==> src/rtl/ram_stream_reader_pkg.sv <==
// Shared types and constants for the RAM-to-AXI-Stream burst reader.
package ram_stream_reader_pkg;

   typedef enum logic [1:0] {
      ST_IDLE  = 2'd0,
      ST_READ  = 2'd1,
      ST_DRAIN = 2'd2
   } state_t;

   // Word written back after each read when clear-after-read is built in.
   localparam int CLEAR_VALUE_DEFAULT = 0;

endpackage

==> src/rtl/ram_stream_reader_skid.sv <==
// Two-entry output FIFO: entry 0 is always the head presented to the stream,
// so the head only moves on a pop (or when filling an empty FIFO).
module stream_skid_fifo #(
   parameter int W = 17
) (
   input  logic         clk,
   input  logic         rst_n,
   input  logic         push,
   input  logic [W-1:0] push_data,
   input  logic         pop,
   output logic         out_valid,
   output logic [W-1:0] out_data,
   output logic [1:0]   count
);

   logic [W-1:0] e0_q, e0_d;
   logic [W-1:0] e1_q, e1_d;
   logic [1:0]   cnt_q, cnt_d;
   logic         pop_ok;
   logic         push_ok;

   // next-state for the two entries and the occupancy
   always_comb begin
      e0_d    = e0_q;
      e1_d    = e1_q;
      cnt_d   = cnt_q;
      pop_ok  = pop && (cnt_q != 2'd0);
      push_ok = push && ((cnt_q != 2'd2) || pop_ok);
      case ({push_ok, pop_ok})
         2'b10: begin
            if (cnt_q == 2'd0) e0_d = push_data;
            else               e1_d = push_data;
            cnt_d = cnt_q + 2'd1;
         end
         2'b01: begin
            e0_d  = e1_q;
            cnt_d = cnt_q - 2'd1;
         end
         2'b11: begin
            if (cnt_q == 2'd1) begin
               e0_d = push_data;
            end else begin
               e0_d = e1_q;
               e1_d = push_data;
            end
         end
         default: ;
      endcase
   end

   // entry and occupancy registers
   always_ff @(posedge clk or negedge rst_n) begin
      if (!rst_n) begin
         e0_q  <= '0;
         e1_q  <= '0;
         cnt_q <= 2'd0;
      end else begin
         e0_q  <= e0_d;
         e1_q  <= e1_d;
         cnt_q <= cnt_d;
      end
   end

   assign out_valid = (cnt_q != 2'd0);
   assign out_data  = e0_q;
   assign count     = cnt_q;

endmodule

==> src/rtl/ram_stream_reader.sv <==
// Streams a burst of RAM words out on an AXI-Stream master.
// Optional build macro RAM_STREAM_READER_CLEAR_EN adds a write port that
// clears each word one cycle after it is read.
module ram_stream_reader
   import ram_stream_reader_pkg::*;
#(
   parameter int MEM_SIZE    = 14,
   parameter int MEM_WIDTH   = 16,
   parameter int CLEAR_VALUE = CLEAR_VALUE_DEFAULT
) (
   input  logic                   clk,
   input  logic                   reset,
   input  logic                   start,
   input  logic [MEM_SIZE-1:0]    startAddr,
   input  logic [MEM_SIZE:0]      length,
   output logic                   busy,
   output logic                   done,
   output logic                   readCs,
   output logic [MEM_SIZE-1:0]    readAddr,
   input  logic [MEM_WIDTH-1:0]   readData,
`ifdef RAM_STREAM_READER_CLEAR_EN
   output logic                   writeCs,
   output logic                   write,
   output logic [MEM_SIZE-1:0]    writeAddr,
   output logic [MEM_WIDTH-1:0]   writeData,
   output logic [MEM_WIDTH/4-1:0] writeMask,
`endif
   output logic                   m_axis_tvalid,
   output logic [MEM_WIDTH-1:0]   m_axis_tdata,
   output logic                   m_axis_tlast,
   input  logic                   m_axis_tready
);

   state_t              state_q, state_d;
   logic [MEM_SIZE-1:0] addr_q, addr_d;
   logic [MEM_SIZE:0]   rem_q, rem_d;
   logic                done_q, done_d;
   logic                infl_q, infl_d;
   logic                infl_last_q, infl_last_d;

   logic                fifo_valid;
   logic [MEM_WIDTH:0]  fifo_out;
   logic [1:0]          fifo_cnt;
   logic                pop;
   logic [2:0]          used;
   logic                rd_en;

   // Credit check counts the beat leaving this cycle as already gone, which
   // is what lets a full-rate stream sustain one read per cycle.
   always_comb begin
      pop   = fifo_valid && m_axis_tready;
      used  = {1'b0, fifo_cnt} - {2'b0, pop} + {2'b0, infl_q};
      rd_en = (state_q == ST_READ) && (used < 3'd2);
   end

   // burst FSM: next state, address/count bookkeeping, done pulse
   always_comb begin
      state_d     = state_q;
      addr_d      = addr_q;
      rem_d       = rem_q;
      done_d      = 1'b0;
      infl_d      = rd_en;
      infl_last_d = rd_en && (rem_q == (MEM_SIZE+1)'(1));
      case (state_q)
         ST_IDLE: begin
            if (start) begin
               if (length != '0) begin
                  addr_d  = startAddr;
                  rem_d   = length;
                  state_d = ST_READ;
               end else begin
                  done_d = 1'b1;
               end
            end
         end
         ST_READ: begin
            if (rd_en) begin
               addr_d = addr_q + MEM_SIZE'(1);
               rem_d  = rem_q - (MEM_SIZE+1)'(1);
               if (rem_q == (MEM_SIZE+1)'(1)) state_d = ST_DRAIN;
            end
         end
         ST_DRAIN: begin
            if (pop && fifo_out[MEM_WIDTH]) begin
               state_d = ST_IDLE;
               done_d  = 1'b1;
            end
         end
         default: state_d = ST_IDLE;
      endcase
   end

   // FSM and read-pipeline registers; reset drops any in-flight read
   always_ff @(posedge clk or negedge reset) begin
      if (!reset) begin
         state_q     <= ST_IDLE;
         addr_q      <= '0;
         rem_q       <= '0;
         done_q      <= 1'b0;
         infl_q      <= 1'b0;
         infl_last_q <= 1'b0;
      end else begin
         state_q     <= state_d;
         addr_q      <= addr_d;
         rem_q       <= rem_d;
         done_q      <= done_d;
         infl_q      <= infl_d;
         infl_last_q <= infl_last_d;
      end
   end

   stream_skid_fifo #(.W(MEM_WIDTH+1)) u_fifo (
      .clk       (clk),
      .rst_n     (reset),
      .push      (infl_q),
      .push_data ({infl_last_q, readData}),
      .pop       (pop),
      .out_valid (fifo_valid),
      .out_data  (fifo_out),
      .count     (fifo_cnt)
   );

   assign busy          = (state_q != ST_IDLE);
   assign done          = done_q;
   assign readCs        = rd_en;
   assign readAddr      = addr_q;
   assign m_axis_tvalid = fifo_valid;
   assign m_axis_tdata  = fifo_out[MEM_WIDTH-1:0];
   assign m_axis_tlast  = fifo_valid && fifo_out[MEM_WIDTH];

`ifdef RAM_STREAM_READER_CLEAR_EN
   logic [MEM_SIZE-1:0] wr_addr_q, wr_addr_d;

   // remember the address being read so it can be cleared next cycle
   always_comb begin
      wr_addr_d = rd_en ? addr_q : wr_addr_q;
   end

   // clear-address register
   always_ff @(posedge clk or negedge reset) begin
      if (!reset) wr_addr_q <= '0;
      else        wr_addr_q <= wr_addr_d;
   end

   assign writeCs   = infl_q;
   assign write     = infl_q;
   assign writeAddr = wr_addr_q;
   assign writeData = MEM_WIDTH'(CLEAR_VALUE);
   assign writeMask = '1;
`endif

endmodule
==> config.mk <==
export PLATFORM = sky130hd
export DESIGN_NAME = ram_stream_reader
export DESIGN_NICKNAME = d
export VERILOG_FILES = /design/src/rtl/ram_stream_reader_pkg.sv /design/src/rtl/ram_stream_reader_skid.sv /design/src/rtl/ram_stream_reader.sv
export SDC_FILE = /design/constraint.sdc
export NUM_CORES = 1
export LEC_CHECK = 0
export BUFFER_PORTS_ARGS = -buffer_cell sky130_fd_sc_hd__clkbuf_2
export CAP_MARGIN = 20
export CORE_MARGIN = 2
export CORE_UTILIZATION = 30
export DETAILED_ROUTE_END_ITERATION = 7
export GPL_ROUTABILITY_DRIVEN = 0
export PLACE_DENSITY_LB_ADDON = 0.15
export SYNTH_ARGS = -nofsm -noshare
export SYNTH_HDL_FRONTEND = slang
export SYNTH_SLANG_ARGS = --single-unit
==> constraint.sdc <==
create_clock -name clk -period 4 [get_ports clk]
set_clock_uncertainty 0.1 [all_clocks]
set_input_delay 0.2 -clock clk [delete_from_list [all_inputs] [get_ports clk]]
set_output_delay 0.2 -clock clk [all_outputs]
set_load 0.1 [all_outputs]
==> impl_metrics.toml <==
[setup_path]
path_class = "flip-flop to output port"
worst_r2r_path_depth = 12
arrival_ns = 3.40
cp_max_fo = 7
worstSetupStartpointType = "flip-flop"
required_ns = 3.70
end_kind = "output port"

[layout]
drive_gt1_frac = 0.253
area_growth_pct = 22.3
antennaDiodeCount = 0
fin_util = 0.372
layout_commonest_cell = "clkbuf_2"
multi_input_area_um2 = 1870
mostFrequentLayoutCells = "81 x clkbuf_2, 70 x dfrtp_1, 34 x o21ai_0"
regArea_um2 = 1750
n_fill_cell = 1357
nets = 553
design_area_um2 = 4870

[sta]
finalHoldViolCount = 0
rsz0062_at_grt = "no"
max_freq_mhz = 270
worstMarginPinSlew_ns = 0.961
slew_viol_final = 0
period_needed_ns = 3.70
timing.final.crit_share = 0.925
tns_ns = 0
finalSetupViolCount = 0
slew_headroom = 0.360

[die]
dieArea_um2 = 14200
die_y_um = 119
num_rows = 42
die_w_um = 119
initial_core_util = 0.304
io_pins = 84
core-area_um2 = 13100

[route]
routedWlPerCell_um = 17.4
drt_iter0_drc = 277
wl_um = 11800
vias_per_cell = 5.39
drc = 0
ant_nets = 0
dr.pass1.iters = 4
num_vias = 3648

[yosys]
synth_cell_types = 66
ys_seq_area_frac = 0.440
synthCells = 423
avgSynthCellArea_um2 = 9.42
ys_ff_latch = 70
ys_warn_count = 0
syn_nets = 480
synthTopCellsByArea = "dfrtp_1 44%, o21ai_0 4.3%, a22oi_1 3.4%, buf_4 3.0%, nand2_1 2.9%"
ys.flop_type = "dfrtp_1"
synth_edf_count = 0
async_reset_ff_frac = 1.00
yosysTopAreaCellShare = 0.440
syn_area_um2 = 3980
synth_top_cell_by_area = "dfrtp_1"

[clock_tree]
cts_tree = "built"
cts-root-buf = "clkbuf_16"
cts.sinks = 70
cts_setup_buffers = 0
cts_max_level = 3
cts.reportedPaths.clkPinSlew_ns = 0.06
clk_latency_ns = 0.34
clk_path_buf_depth = 2
cts_made_buffers = 9

[run_status]
status = "finished, final reports clean"

[placement]
dpl_cell_area_um2 = 4450
port_buffers = 83
dp_hpwl_um = 8080

[global_route]
grt_pass1_vias = 3554
grt_first_pass_wirelength_um = 19300
overflow = 0
grt_max_degree = 40
track_usage = 0.173
antenna_found_initial = 0

[min_path]
holdPathStages = 3
min_path_type = "primary input to flip-flop"

[flow_run]
drv_cap = 0
-- metal layers --
metal | part of all wire | vias up | global-route usage
met5 | 0 | - | 0
li1 | - | 1719 | -
met2 | 0.46 | 136 | 0.274
met4 | 0.011 | 0 | 0.0424
met1 | 0.47 | 1780 | 0.238
met3 | 0.060 | 13 | 0.0407
-- through the flow --
stage | std cells | hold WS [ns] | worst slack [ns]
4_1_cts | 676 | 0.00236 | 0.149
6_report | 677 | 0.0107 | 0.298
3_3_place_gp | 652 | 0.190 | 0.564
2_1_floorplan | 423 | -0.196 | 0.776
3_5_place_dp | 652 | 0.187 | 0.502
5_1_grt | 677 | 0.00949 | 0.0991
-- cells in the mapped netlist, drive strengths merged, types with 5 or more instances --
cell	n
dfrtp	70
o21ai	45
nand2	31
inv	30
buf	29
a22oi	18
a21oi	15
a31oi	14
nand3	14
nor2	14
nor3	13
nand4	12
clkbuf	11
o31ai	10
a211oi	7
ha	7
nor4	7
nand2b	6
nor2b	5
or4	5
-- worst paths after layout --
kind / slack (ns) / startpoint / end
worst max-delay path: 0.30 / u_fifo.count[1]$_DFFE_PN0P_ / readCs
worst min-delay path: 0.01 / readData[3] / u_fifo.out_data[3]$_DFFE_PN0P_
worst max register to register: 0.46 / u_fifo.count[1]$_DFFE_PN0P_ / readAddr[6]$_DFFE_PN0P_
worst min register to register: 0.38 / u_fifo.e1_q[15]$_DFFE_PN0P_ / u_fifo.e1_q[15]$_DFFE_PN0P_
max in group asynchronous: 2.44 / reset / rem_q[11]$_DFFE_PN0P_
min in group asynchronous: 0.34 / reset / u_fifo.e1_q[0]$_DFFE_PN0P_
-- cell families (layout without fill, tap and decap cells) --
logic type / count (synthesis) / after routing / synth area share
compound gates: 145 / 145 / 0.251
xor+xnor: 3 / 3 / 0.00660
fa+ha+maj: 8 / 8 / 0.0270
buf+inv: 70 / 148 / 0.0895
flops: 70 / 70 / 0.440
mux: 4 / 4 / 0.0104
simple gates: 123 / 123 / 0.176
-- critical path: stages, from the launching register on --
cell and delay [ns]:
dfrtp_1 0.49, inv_1 0.11, ha_1 0.25, nand2b_1 0.26
inv_2 0.15, ha_1 0.23, nand2b_1 0.15, fa_1 0.42
xnor2_1 0.21, nand3_1 0.31, inv_2 0.14, clkbuf_4 0.34
-- area by class of cell --
| class | instances | share of cell area |
|---|---|---|
| multi-input cells | 283 | 0.385 |
| flip-flops and latches | 70 | 0.360 |
| repair buffers | 102 | 0.121 |
| clock buffers | 10 | 0.0470 |
| well taps | 176 | 0.0452 |
| inverters | 30 | 0.0231 |
| clock inverters | 6 | 0.0193 |
-- sequential cells by signal, summed over array words and instances, names as in the netlist --
| signal | cells |
|---|---|
| state_q | 2 |
| done | 1 |
| infl_q | 1 |
| u_fifo.out_data | 17 |
| rem_q | 15 |
| u_fifo.e1_q | 17 |
| infl_last_q | 1 |
| readAddr | 14 |
| u_fifo.count | 2 |
-- what timing repair did --
action | in CTS | in global routing
setup endpoints to repair | 0 | 1
resized for setup | 0 | 2
hold buffers | 8 | 0
hold endpoints to repair | 38 | 0
Power is not shown: default switching activity piles up to over one toggle a cycle in this logic, so the estimate is an artifact.
